## config.mk

```make
export PLATFORM = sky130hd
export DESIGN_NAME = if_stage
export DESIGN_NICKNAME = d
export VERILOG_FILES = /design/src/rtl/if_stage_pkg.sv /design/src/rtl/if_stage_skid_buffer.sv /design/src/rtl/if_stage.sv
export SDC_FILE = /design/constraint.sdc
export NUM_CORES = 1
export LEC_CHECK = 0
export CAP_MARGIN = 20
export CORE_ASPECT_RATIO = 1.1
export CORE_MARGIN = 3
export CORE_UTILIZATION = 38
export DETAILED_ROUTE_END_ITERATION = 10
export HOLD_SLACK_MARGIN = 0.12
export PLACE_DENSITY = 0.7
export SYNTH_ARGS = -nofsm -noshare
export SYNTH_HDL_FRONTEND = slang
export SYNTH_SLANG_ARGS = --single-unit
```

## constraint.sdc

```tcl
create_clock -name clk -period 3.3 [get_ports clk]
set_clock_uncertainty 0.05 [all_clocks]
set_input_delay 0.66 -clock clk [delete_from_list [all_inputs] [get_ports clk]]
set_output_delay 0.66 -clock clk [all_outputs]
set_load 0.005 [all_outputs]
```

## src/rtl/if_stage_pkg.sv

```systemverilog
// Shared LC-3b types for the fetch stage: machine word and fetch FSM states.
package lc3b_types;

    typedef logic [15:0] lc3b_word;

    typedef enum logic [1:0] {
        IDLE    = 2'd0,
        BUSY    = 2'd1,
        DISCARD = 2'd2
    } if_state_t;

    localparam lc3b_word PC_STEP = 16'd2;

    // Instructions are halfword aligned; the low address bit is never used.
    function automatic lc3b_word align_pc(input lc3b_word addr);
        return addr & 16'hFFFE;
    endfunction

endpackage

```

## src/rtl/if_stage_skid_buffer.sv

```systemverilog
// One-entry {ir, pc} holding register that catches a fetched instruction
// while the IF/ID latch is stalled.
import lc3b_types::*;

module if_skid_buffer (
    input  logic     clk,
    input  logic     reset,
    input  logic     load_i,
    input  logic     clear_i,
    input  lc3b_word ir_i,
    input  lc3b_word pc_i,
    output logic     valid_o,
    output lc3b_word ir_o,
    output lc3b_word pc_o
);

    logic     valid_q;
    lc3b_word ir_q;
    lc3b_word pc_q;

    // Clear wins over load; the two are never requested together by the stage.
    always_ff @(posedge clk) begin
        if (reset) begin
            valid_q <= 1'b0;
            ir_q    <= '0;
            pc_q    <= '0;
        end else if (clear_i) begin
            valid_q <= 1'b0;
        end else if (load_i) begin
            valid_q <= 1'b1;
            ir_q    <= ir_i;
            pc_q    <= pc_i;
        end
    end

    assign valid_o = valid_q;
    assign ir_o    = ir_q;
    assign pc_o    = pc_q;

endmodule

```

## src/rtl/if_stage.sv

```systemverilog
// LC-3b instruction fetch stage: PC, hold-until-resp memory requests,
// IF/ID latch, one-entry skid for stall, and redirect with in-flight discard.
//
// state   | meaning
// --------+---------------------------------------------
// IDLE    | no read outstanding
// BUSY    | read outstanding, result will be kept
// DISCARD | read outstanding, result will be dropped
import lc3b_types::*;

module if_stage #(
    parameter lc3b_word RESET_PC = 16'h0000
) (
    input  logic     clk,
    input  logic     reset,
    output lc3b_word imem_address,
    output logic     imem_read,
    input  logic     imem_resp,
    input  lc3b_word imem_rdata,
    input  logic     stall,
    input  logic     redirect,
    input  lc3b_word redirect_pc,
    output logic     id_valid,
    output lc3b_word id_ir,
    output lc3b_word id_pc
);

    if_state_t state_q, state_d;
    lc3b_word  pc_q, pc_d;
    lc3b_word  addr_q, addr_d;
    logic      id_valid_q, id_valid_d;
    lc3b_word  id_ir_q, id_ir_d;
    lc3b_word  id_pc_q, id_pc_d;

    logic      skid_valid;
    lc3b_word  skid_ir;
    lc3b_word  skid_pc;
    logic      skid_load;
    logic      skid_clear;

    lc3b_word  pc_plus2;
    lc3b_word  target_pc;
    logic      accept;
    logic      latch_open;

    assign pc_plus2   = pc_q + PC_STEP;
    assign target_pc  = align_pc(redirect_pc);
    assign accept     = (state_q == BUSY) && imem_resp && !redirect;
    assign latch_open = !stall || !id_valid_q;

    // Next-state, PC, latch and skid control; redirect overrides everything but reset.
    always_comb begin
        state_d    = state_q;
        pc_d       = pc_q;
        addr_d     = addr_q;
        id_valid_d = id_valid_q;
        id_ir_d    = id_ir_q;
        id_pc_d    = id_pc_q;
        skid_load  = 1'b0;
        skid_clear = 1'b0;

        if (redirect) begin
            id_valid_d = 1'b0;
            skid_clear = 1'b1;
            pc_d       = target_pc;
            // A read that completes on this edge is simply dropped, so the
            // new target can be issued immediately.
            if (state_q == IDLE || imem_resp) begin
                state_d = BUSY;
                addr_d  = target_pc;
            end else begin
                state_d = DISCARD;
            end
        end else begin
            if (latch_open) begin
                if (skid_valid) begin
                    id_valid_d = 1'b1;
                    id_ir_d    = skid_ir;
                    id_pc_d    = skid_pc;
                    skid_clear = 1'b1;
                end else if (accept) begin
                    id_valid_d = 1'b1;
                    id_ir_d    = imem_rdata;
                    id_pc_d    = pc_plus2;
                end else begin
                    id_valid_d = 1'b0;
                end
            end else if (accept) begin
                skid_load = 1'b1;
            end

            if (accept) begin
                pc_d = pc_plus2;
            end

            case (state_q)
                IDLE: begin
                    // In IDLE the skid is never loaded, so it is empty after
                    // this edge unless it was full and not drained.
                    if (!skid_valid || skid_clear) begin
                        state_d = BUSY;
                        addr_d  = pc_q;
                    end
                end
                BUSY: begin
                    if (imem_resp) begin
                        if (skid_load) begin
                            state_d = IDLE;
                        end else begin
                            state_d = BUSY;
                            addr_d  = pc_plus2;
                        end
                    end
                end
                DISCARD: begin
                    if (imem_resp) begin
                        state_d = BUSY;
                        addr_d  = pc_q;
                    end
                end
                default: begin
                    state_d = IDLE;
                end
            endcase
        end
    end

    // State, PC, address and IF/ID latch registers.
    always_ff @(posedge clk) begin
        if (reset) begin
            state_q    <= IDLE;
            pc_q       <= RESET_PC;
            addr_q     <= RESET_PC;
            id_valid_q <= 1'b0;
            id_ir_q    <= '0;
            id_pc_q    <= '0;
        end else begin
            state_q    <= state_d;
            pc_q       <= pc_d;
            addr_q     <= addr_d;
            id_valid_q <= id_valid_d;
            id_ir_q    <= id_ir_d;
            id_pc_q    <= id_pc_d;
        end
    end

    if_skid_buffer u_skid (
        .clk     (clk),
        .reset   (reset),
        .load_i  (skid_load),
        .clear_i (skid_clear),
        .ir_i    (imem_rdata),
        .pc_i    (pc_plus2),
        .valid_o (skid_valid),
        .ir_o    (skid_ir),
        .pc_o    (skid_pc)
    );

    assign imem_address = addr_q;
    assign imem_read    = (state_q != IDLE);
    assign id_valid     = id_valid_q;
    assign id_ir        = id_ir_q;
    assign id_pc        = id_pc_q;

endmodule

```

==> metrics <==
status finished clean; Finished Cell Area 5850 µm²; Vias per Instance 5.20; CP max stage delay 750 ps; Clock Pin Slew Worst Setup and Hold Paths 70 ps; layout cells sized above 1 9.21%; core area 12,100 µm²; WS Path Type input port to flop; IO Count 87; post-DR wirelength/cell 14.7 µm; Placed Area 5560 µm²; maximum buffer depth of the clock tree 2; DRC viols 0; first-pass GRT wire length 19,000 µm; hold_buf cts 0; # port buffers 83; Lkg Pwr 1.95 nW; worst path cell trace clkdlybuf4s50_1 > buf_4 > nand3b_4 > or3_1 > a21oi_1 > nor2_1; Num CTS Buffers 9; mapped cell area 4710 µm²; Final Critical Period 2390 ps; largest net degree at the start of global routing 76; placed wire-length estimate 7970 µm; Die ar. 13,800 µm²; post-CTS resize count 0; Worst slew margin 44.4%; sequential area share after synthesis 40.8%; H-tree depth 3; cells after synthesis 562; Setup WS pre-CTS 539 ps; via count 4,023; most frequent cells in the layout 95 x dfxtp_1, 85 x nand2_1, 82 x clkdlybuf4s50_1; number of synthesized flops with an enable pin 0; CP arrival 2540 ps; Clock Sinks 96; antenna violations before repair 0; TritonRoute pass-1 iters 4; DRT antenna net count 0; Tightest Pin Transition 834 ps; # setup viols final 0; Tot GR Track Use 16.8%; final antenna diode count 0; startpoint types input port; critical path peak fanout 24; placed insts 757; FMAX 419 MHz; Die Y 123 µm; Initial DRC Count 174; worst vdd ir 0.000208 V; Final Hold Fails 0; CTS tree done; area grow syn2layout 24.3%; Max Transition Viols Final 0; crit path capture type flop; Clk Latency, worst-skew pair 340 ps; Initial Util 38.9%; CTS root buffer clkbuf_16; Syn Area/Cell 8.38 µm²; utilization after layout 48.4%; HP Class flop to flop; TNS Setup 0 ps; commonest non-fill, non-tap cell in the layout dfxtp_1; synth warn 0; final setup margin 914 ps; Post-synth ARST share 0%; WHS 406 ps; Die W 112 µm; final worst-path cycle share 72.3%; Max Cap Viol 0; Placer Congestion 0.895; post-route insts no fill 773; Synth cell types 59; RSZ-0062 raised after global routing false; final wirelength 11,400 µm; dominant synthesized flop cell dfxtp_1; Design Power 2.63 mW; gr ovfl total 0; post-CTS setup repair buffer count 0; fillers 1,170; Worst path slowest cell or3_1; row cnt 42; flip-flop and latch count after synthesis 96; Nets 652; Power Density 449 nW/µm²; number of global-route vias before repair 3,859; worst path required time 3450 ps
## layer usage
metal / vias to the layer above / share of wire (%) / global-route usage [%]
met2: 118 / 48 / 28.6
met1: 1832 / 45 / 21.4
met3: 17 / 5.8 / 3.90
met5: - / 0 / 0
met4: 0 / 1.5 / 4.88
li1: 2056 / - / -
## power by group
part           switching, mW  total, mW  leakage (nW)  internal (mW)
Sequential            0.0515       1.26         0.783           1.21
Combinational          0.172      0.357          1.03          0.184
Clock                  0.454       1.01         0.134          0.556
Total                  0.677       2.63          1.95           1.95
## sequential cells by signal, indices dropped and copies added, names as in the netlist
signal and cells:
imem_address 15, u_skid.ir_o 16, id_ir 16, id_pc 15, id_valid 1, state_q 2, u_skid.pc_o 15, pc_q 15
u_skid.valid_o 1
## worst max-delay path, delay by kind of cell
kind                   cells  cell delay [ps]
AND/OR/NAND/NOR            3              970
buffers and inverters      2              630
AO/OA/AOI/OAI              1              260
## layout make-up
class	instances	area (µm²)	share of cell area, %
Sequential cell	96	1920	32.9
Clock inverter	5	40.0	0.684
Timing Repair Buffer	95	928	15.9
Tap cell	154	193	3.29
Inverter	8	30.0	0.513
Clock buffer	11	253	4.32
Multi-Input combinational cell	404	2480	42.4
## path summary, 6_finish.rpt
| check | from | endpoint | slack [ps] | cells after the start |
|---|---|---|---|---|
| max | imem_resp | u_skid.pc_o[1] | 910 | 6 |
| min | u_skid.ir_o[11] | u_skid.ir_o[11] | 410 | 2 |
| max reg2reg | pc_q[2] | id_pc[7] | 1010 | 7 |
| min reg2reg | u_skid.ir_o[11] | u_skid.ir_o[11] | 410 | 2 |
## cell families after synthesis
group	after synthesis	synth area share [%]
compound gates	139	20.4
xor+xnor	40	7.44
fa+ha+maj	1	0.266
buf+inv	63	6.67
flops	96	40.8
mux	19	4.07
other cells	1	0.0797
simple gates	203	20.3
## cells in the mapped netlist (2+ instances only)
library cell / number / area share [%]
dfxtp_1: 96 / 41
nand2_1: 85 / 6.8
nor2_1: 55 / 4.4
a21oi_1: 42 / 4.5
a211oi_1: 34 / 5.4
clkbuf_1: 23 / 1.8
xor2_1: 23 / 4.3
buf_2: 19 / 2.0
mux2i_1: 18 / 3.8
xnor2_1: 17 / 3.2
o21ai_0: 15 / 1.6
nor3_1: 12 / 1.3
nand2b_1: 9 / 1.2
buf_4: 8 / 1.3
nand3_1: 8 / 0.85
nand4_1: 7 / 0.93
nor4_1: 7 / 0.93
o211ai_1: 7 / 1.1
inv_1: 6 / 0.48
a21boi_0: 5 / 0.80
o21a_1: 5 / 0.80
a2111oi_0: 4 / 0.74
a31o_2: 4 / 0.74
a21oi_2: 3 / 0.56
a31oi_1: 3 / 0.40
buf_1: 3 / 0.24
nor2b_1: 3 / 0.40
and3_1: 2 / 0.27
clkinv_1: 2 / 0.16
nor4_2: 2 / 0.53
o211a_1: 2 / 0.43
o211ai_2: 2 / 0.53
o211ai_4: 2 / 0.90
o21ai_1: 2 / 0.21
or2_2: 2 / 0.27
or3_1: 2 / 0.27
No activity file was read; power rests on OpenSTA's default activity.
